<file path="config.mk">
export PLATFORM = sky130hd
export DESIGN_NAME = uart_rx_framer
export DESIGN_NICKNAME = d
export VERILOG_FILES = /design/src/rtl/uart_rx_framer.sv
export SDC_FILE = /design/constraint.sdc
export NUM_CORES = 1
export LEC_CHECK = 0
export BUFFER_PORTS_ARGS = -buffer_cell sky130_fd_sc_hd__buf_2
export CAP_MARGIN = 20
export CORE_ASPECT_RATIO = 1.5
export CORE_MARGIN = 2
export CORE_UTILIZATION = 49
export CTS_CLUSTER_DIAMETER = 50
export CTS_CLUSTER_SIZE = 40
export DETAILED_ROUTE_END_ITERATION = 10
export GPL_TIMING_DRIVEN = 0
export PLACE_DENSITY = 0.73
export SLEW_MARGIN = 5
export SYNTH_ARGS = -nofsm -noshare
export SYNTH_HDL_FRONTEND = slang
export SYNTH_SLANG_ARGS = --single-unit
</file>
<file path="constraint.sdc">
create_clock -name clk -period 1.4 [get_ports clk]
set_clock_uncertainty 0.1 [all_clocks]
set_input_delay 0.28 -clock clk [delete_from_list [all_inputs] [get_ports clk]]
set_output_delay 0.28 -clock clk [all_outputs]
set_load 0.05 [all_outputs]
</file>
<file path="src/rtl/uart_rx_framer.sv">
// rtl/uart_rx_framer.sv - UART receive framer: start/data/stop sequencing on external mid-bit ticks
module uart_rx_framer #(
    parameter int DATA_BITS = 8
) (
    input  logic                 clk,
    input  logic                 rst_n,
    input  logic                 rx,
    input  logic                 center_tick,
    output logic                 phase_arm,
    output logic [DATA_BITS-1:0] data,
    output logic                 data_valid,
    input  logic                 data_ready,
    output logic                 frame_err,
    output logic                 overrun_err,
    output logic                 busy
);

    localparam int CW = $clog2(DATA_BITS + 1);

    typedef enum logic [1:0] {
        IDLE,
        START,
        DATA,
        STOP
    } state_t;

    state_t               state;
    logic                 rx_meta;
    logic                 rx_s;
    logic                 rx_d;
    logic                 fall;
    logic [DATA_BITS-1:0] shift_reg;
    logic [CW-1:0]        bit_cnt;

    // Line idles high, so the synchronizer resets to 1 to avoid a fake start edge.
    always_ff @(posedge clk or negedge rst_n) begin
        if (!rst_n) begin
            rx_meta <= 1'b1;
            rx_s    <= 1'b1;
            rx_d    <= 1'b1;
        end else begin
            rx_meta <= rx;
            rx_s    <= rx_meta;
            rx_d    <= rx_s;
        end
    end

    assign fall = rx_d & ~rx_s;

    always_ff @(posedge clk or negedge rst_n) begin
        if (!rst_n) begin
            state       <= IDLE;
            shift_reg   <= '0;
            bit_cnt     <= '0;
            data        <= '0;
            data_valid  <= 1'b0;
            phase_arm   <= 1'b0;
            frame_err   <= 1'b0;
            overrun_err <= 1'b0;
            busy        <= 1'b0;
        end else begin
            phase_arm   <= 1'b0;
            frame_err   <= 1'b0;
            overrun_err <= 1'b0;
            if (data_valid && data_ready)
                data_valid <= 1'b0;

            case (state)
                IDLE: begin
                    if (fall) begin
                        phase_arm <= 1'b1;
                        state     <= START;
                        busy      <= 1'b1;
                    end
                end
                START: begin
                    if (center_tick) begin
                        if (!rx_s) begin
                            state   <= DATA;
                            bit_cnt <= '0;
                        end else begin
                            state <= IDLE;
                            busy  <= 1'b0;
                        end
                    end
                end
                DATA: begin
                    if (center_tick) begin
                        shift_reg <= {rx_s, shift_reg[DATA_BITS-1:1]};
                        bit_cnt   <= bit_cnt + CW'(1);
                        if (bit_cnt == CW'(DATA_BITS - 1))
                            state <= STOP;
                    end
                end
                STOP: begin
                    if (center_tick) begin
                        state <= IDLE;
                        busy  <= 1'b0;
                        if (!rx_s) begin
                            frame_err <= 1'b1;
                        end else if (!data_valid || data_ready) begin
                            // A same-edge consume frees the buffer, so the new byte wins.
                            data       <= shift_reg;
                            data_valid <= 1'b1;
                        end else begin
                            overrun_err <= 1'b1;
                        end
                    end
                end
                default: begin
                    state <= IDLE;
                    busy  <= 1'b0;
                end
            endcase
        end
    end

endmodule
</file>
==> flow_summary_export.csv <==
group,metric,value,unit
power,power_leakage,0.000773,uW
placement,port_buffers,17,
sta,finalCriticalPeriod,1.51,ns
placement,gp_congestion,0.721,
floorplanning,core_area,2390,sq um
clock_tree,cts.path.max_buffers,2,
setup_path,arrival,1.62,ns
clock_tree,clock_latency,0.32,ns
clock_tree,clk_pin_slew,0.09,ns
min_path,hold_class,"input pin to register",
layout,drive_gt1_frac,0.471,
logic_synthesis,synth_top_area_share,0.558,
route,first_pass_iters,5,
setup_path,crit_chain,"nand4_1, nor2b_1, buf_6, mux2_4",
floorplanning,die_area,2890,sq um
clock_tree,cts.sinks,30,
power,p_per_area,2080,nW/um^2
route,remaining_drc_errors,0,
global_routing,antenna_found_initial,0,
route,viasPerCell,5.29,
layout,syn_to_final_growth,23.4,%
route,wl_per_cell,13.8,um
layout,final_core_util,0.623,
logic_synthesis,synthesis.area,1210,sq um
status,violations,"setup timing",
logic_synthesis,synthTopCellsByCount,"27 x dfrtp_1, 13 x mux2_2, 7 x a21oi_1",
logic_synthesis,synth_edf_count,0,
floorplanning,start_util,0.505,
clock_tree,cts_buffers,5,
sta,finalCritPeriodShare,1.08,
layout,diodes,0,
floorplanning,num_io_pins,18,
setup_path,cp_slowest_stage_delay,0.54,ns
placement,hpwl,1340,um
setup_path,crit_path_top_delay_cell,"dfstp_2",
global_routing,grt_usage,0.163,
job,maxCapViolCount,0,
placement,dp_worst_setup_slack,-0.178,ns
route,drtIter0Drc,28,
logic_synthesis,synth_warnings,0,
clock_tree,tritoncts,"built",
logic_synthesis,ys_top_cells_by_area,"dfrtp_1 56%, mux2_2 12%, dfstp_2 6.5%, a21oi_1 2.9%, mux2_4 2.5%",
sta,maxSlewViolCount,0,
setup_path,cp_num_buf_inv,1,
logic_synthesis,syn-num-nets,95,
status,run_status,"finished, violations left",
setup_path,worst_ep_required_time,1.51,ns
logic_synthesis,synthMostInstantiatedCell,"dfrtp_1",
global_routing,grt_pass1_wl,3340,um
logic_synthesis,ys.flop_type,"dfrtp_1",
route,wirelength,1980,um
logic_synthesis,synth_area_per_cell,13.6,sq um
logic_synthesis,synthArstFlopShare,1.00,
logic_synthesis,synth_top_area_cell,"dfrtp_1",
clock_tree,cts_root_buf,"clkbuf_4",
sta,fmax,663,MHz
floorplanning,rows,22,
setup_path,cp-end-kind,"register",
sta,worst_pin_slew,0.636,ns
layout,num-nets-final,124,
route,ant_nets,0,
power,ir_drop,1.35,mV
placement,dp_cells,130,
setup_path,crit_path_start_kind,"register",
sta,rsz0062_at_grt,"yes",
sta,relSlewSlack,0.576,
floorplanning,die_h,64.9,um
setup_path,crit_fanout,8,
sta,setup_violations,8,
logic_synthesis,ys_seq_area_frac,0.624,
logic_synthesis,synth_cells,89,
route,dr_total_vias,756,
setup_path,cp_top_family,"flip-flops",
logic_synthesis,synth_seq_cells,30,
clock_tree,h-tree-depth,2,
setup_path,worstSetupPathType,"register to register",
global_routing,overflow,0,
logic_synthesis,ys_types,26,
sta,fin_ws,-0.108,ns
global_routing,grt_pass1_vias,760,
global_routing,grt_max_degree,31,
sta,hold_viol,0,
floorplanning,die_x,44.6,um
layout,fin_cells,143,
sta,setup_tns,-0.849,ns
where the power goes:
group / switching, uW / total [uW] / internal (uW)
Sequential: 184 / 1310 / 1130
Combinational: 698 / 1160 / 466
Clock: 280 / 623 / 343
Total: 1160 / 3100 / 1940
cell usage in the layout, fill, tap and decap left out, types with 3 or more instances in the layout:
cell type,Yosys,routed
a21oi_1,7,7
buf_2,1,17
buf_4,2,4
clkbuf_4,0,6
clkbuf_8,0,3
dfrtp_1,27,26
dfstp_2,3,3
inv_1,3,3
mux2_2,13,6
mux2_4,2,10
nand2_1,4,4
nor2_1,6,5
path summary, 6_finish.rpt:
kind,end,cells after the start,slack (ns),start
worst min-delay path,state[0],2,0.12,center_tick
worst max-delay path,data[5],4,-0.11,rx_s
max in group asynchronous,data_valid,2,0.33,rst_n
worst min register to register,rx_s,0,0.27,rx_meta
worst max register to register,data[5],4,-0.11,rx_s
min in group asynchronous,data[4],2,0.41,rst_n
repair_timing:
item | in CTS | in global routing
hold endpoints to repair | 28 | 0
setup endpoints to repair | 8 | 21
pin swaps | 1 | 1
gates resized for setup | 9 | 3
setup buffers | 1 | 2
hold buffers | 2 | 0
worst reg2reg max path: stages (launching register included):
cell	delay [ns]
dfstp_2	0.54
nand4_1	0.11
nor2b_1	0.17
buf_6	0.18
mux2_4	0.31
layout make-up:
| type | count | area (sq um) |
|---|---|---|
| buffer | 4 | 35.0 |
| clock buffer | 8 | 78.8 |
| fill | 209 | 902 |
| inverter | 3 | 11.3 |
| multi-input combinational | 52 | 452 |
| sequential | 30 | 756 |
| tap | 24 | 30.0 |
| timing repair buffer | 22 | 130 |
layer usage:
metal,part of all wire,GRT usage,vias to the layer above
li1,-,-,367
met1,0.41,0.175,373
met2,0.54,0.264,16
met3,0.048,0.0780,0
met4,0,0.0682,0
met5,0,0,-
stage by stage:
stage,total power (uW),cell area [sq um],hold slack (ns)
floorplan,2150,1210,-0.116
global placement,2350,1330,0.233
detailed placement,2410,1330,0.240
CTS,3110,1470,0.0920
global route,3300,1490,0.0915
finish,3100,1490,0.119
cell families after synthesis:
| group | after synthesis | share of synthesized area |
|---|---|---|
| buffers and inverters | 7 | 0.0352 |
| adder cells (fa/ha/maj) | 1 | 0.0103 |
| AO/OA/AOI/OAI | 13 | 0.0652 |
| flip-flops | 30 | 0.624 |
| multiplexers | 18 | 0.172 |
| AND/OR/NAND/NOR | 20 | 0.0941 |
No activity file was read; power rests on OpenSTA's default activity.
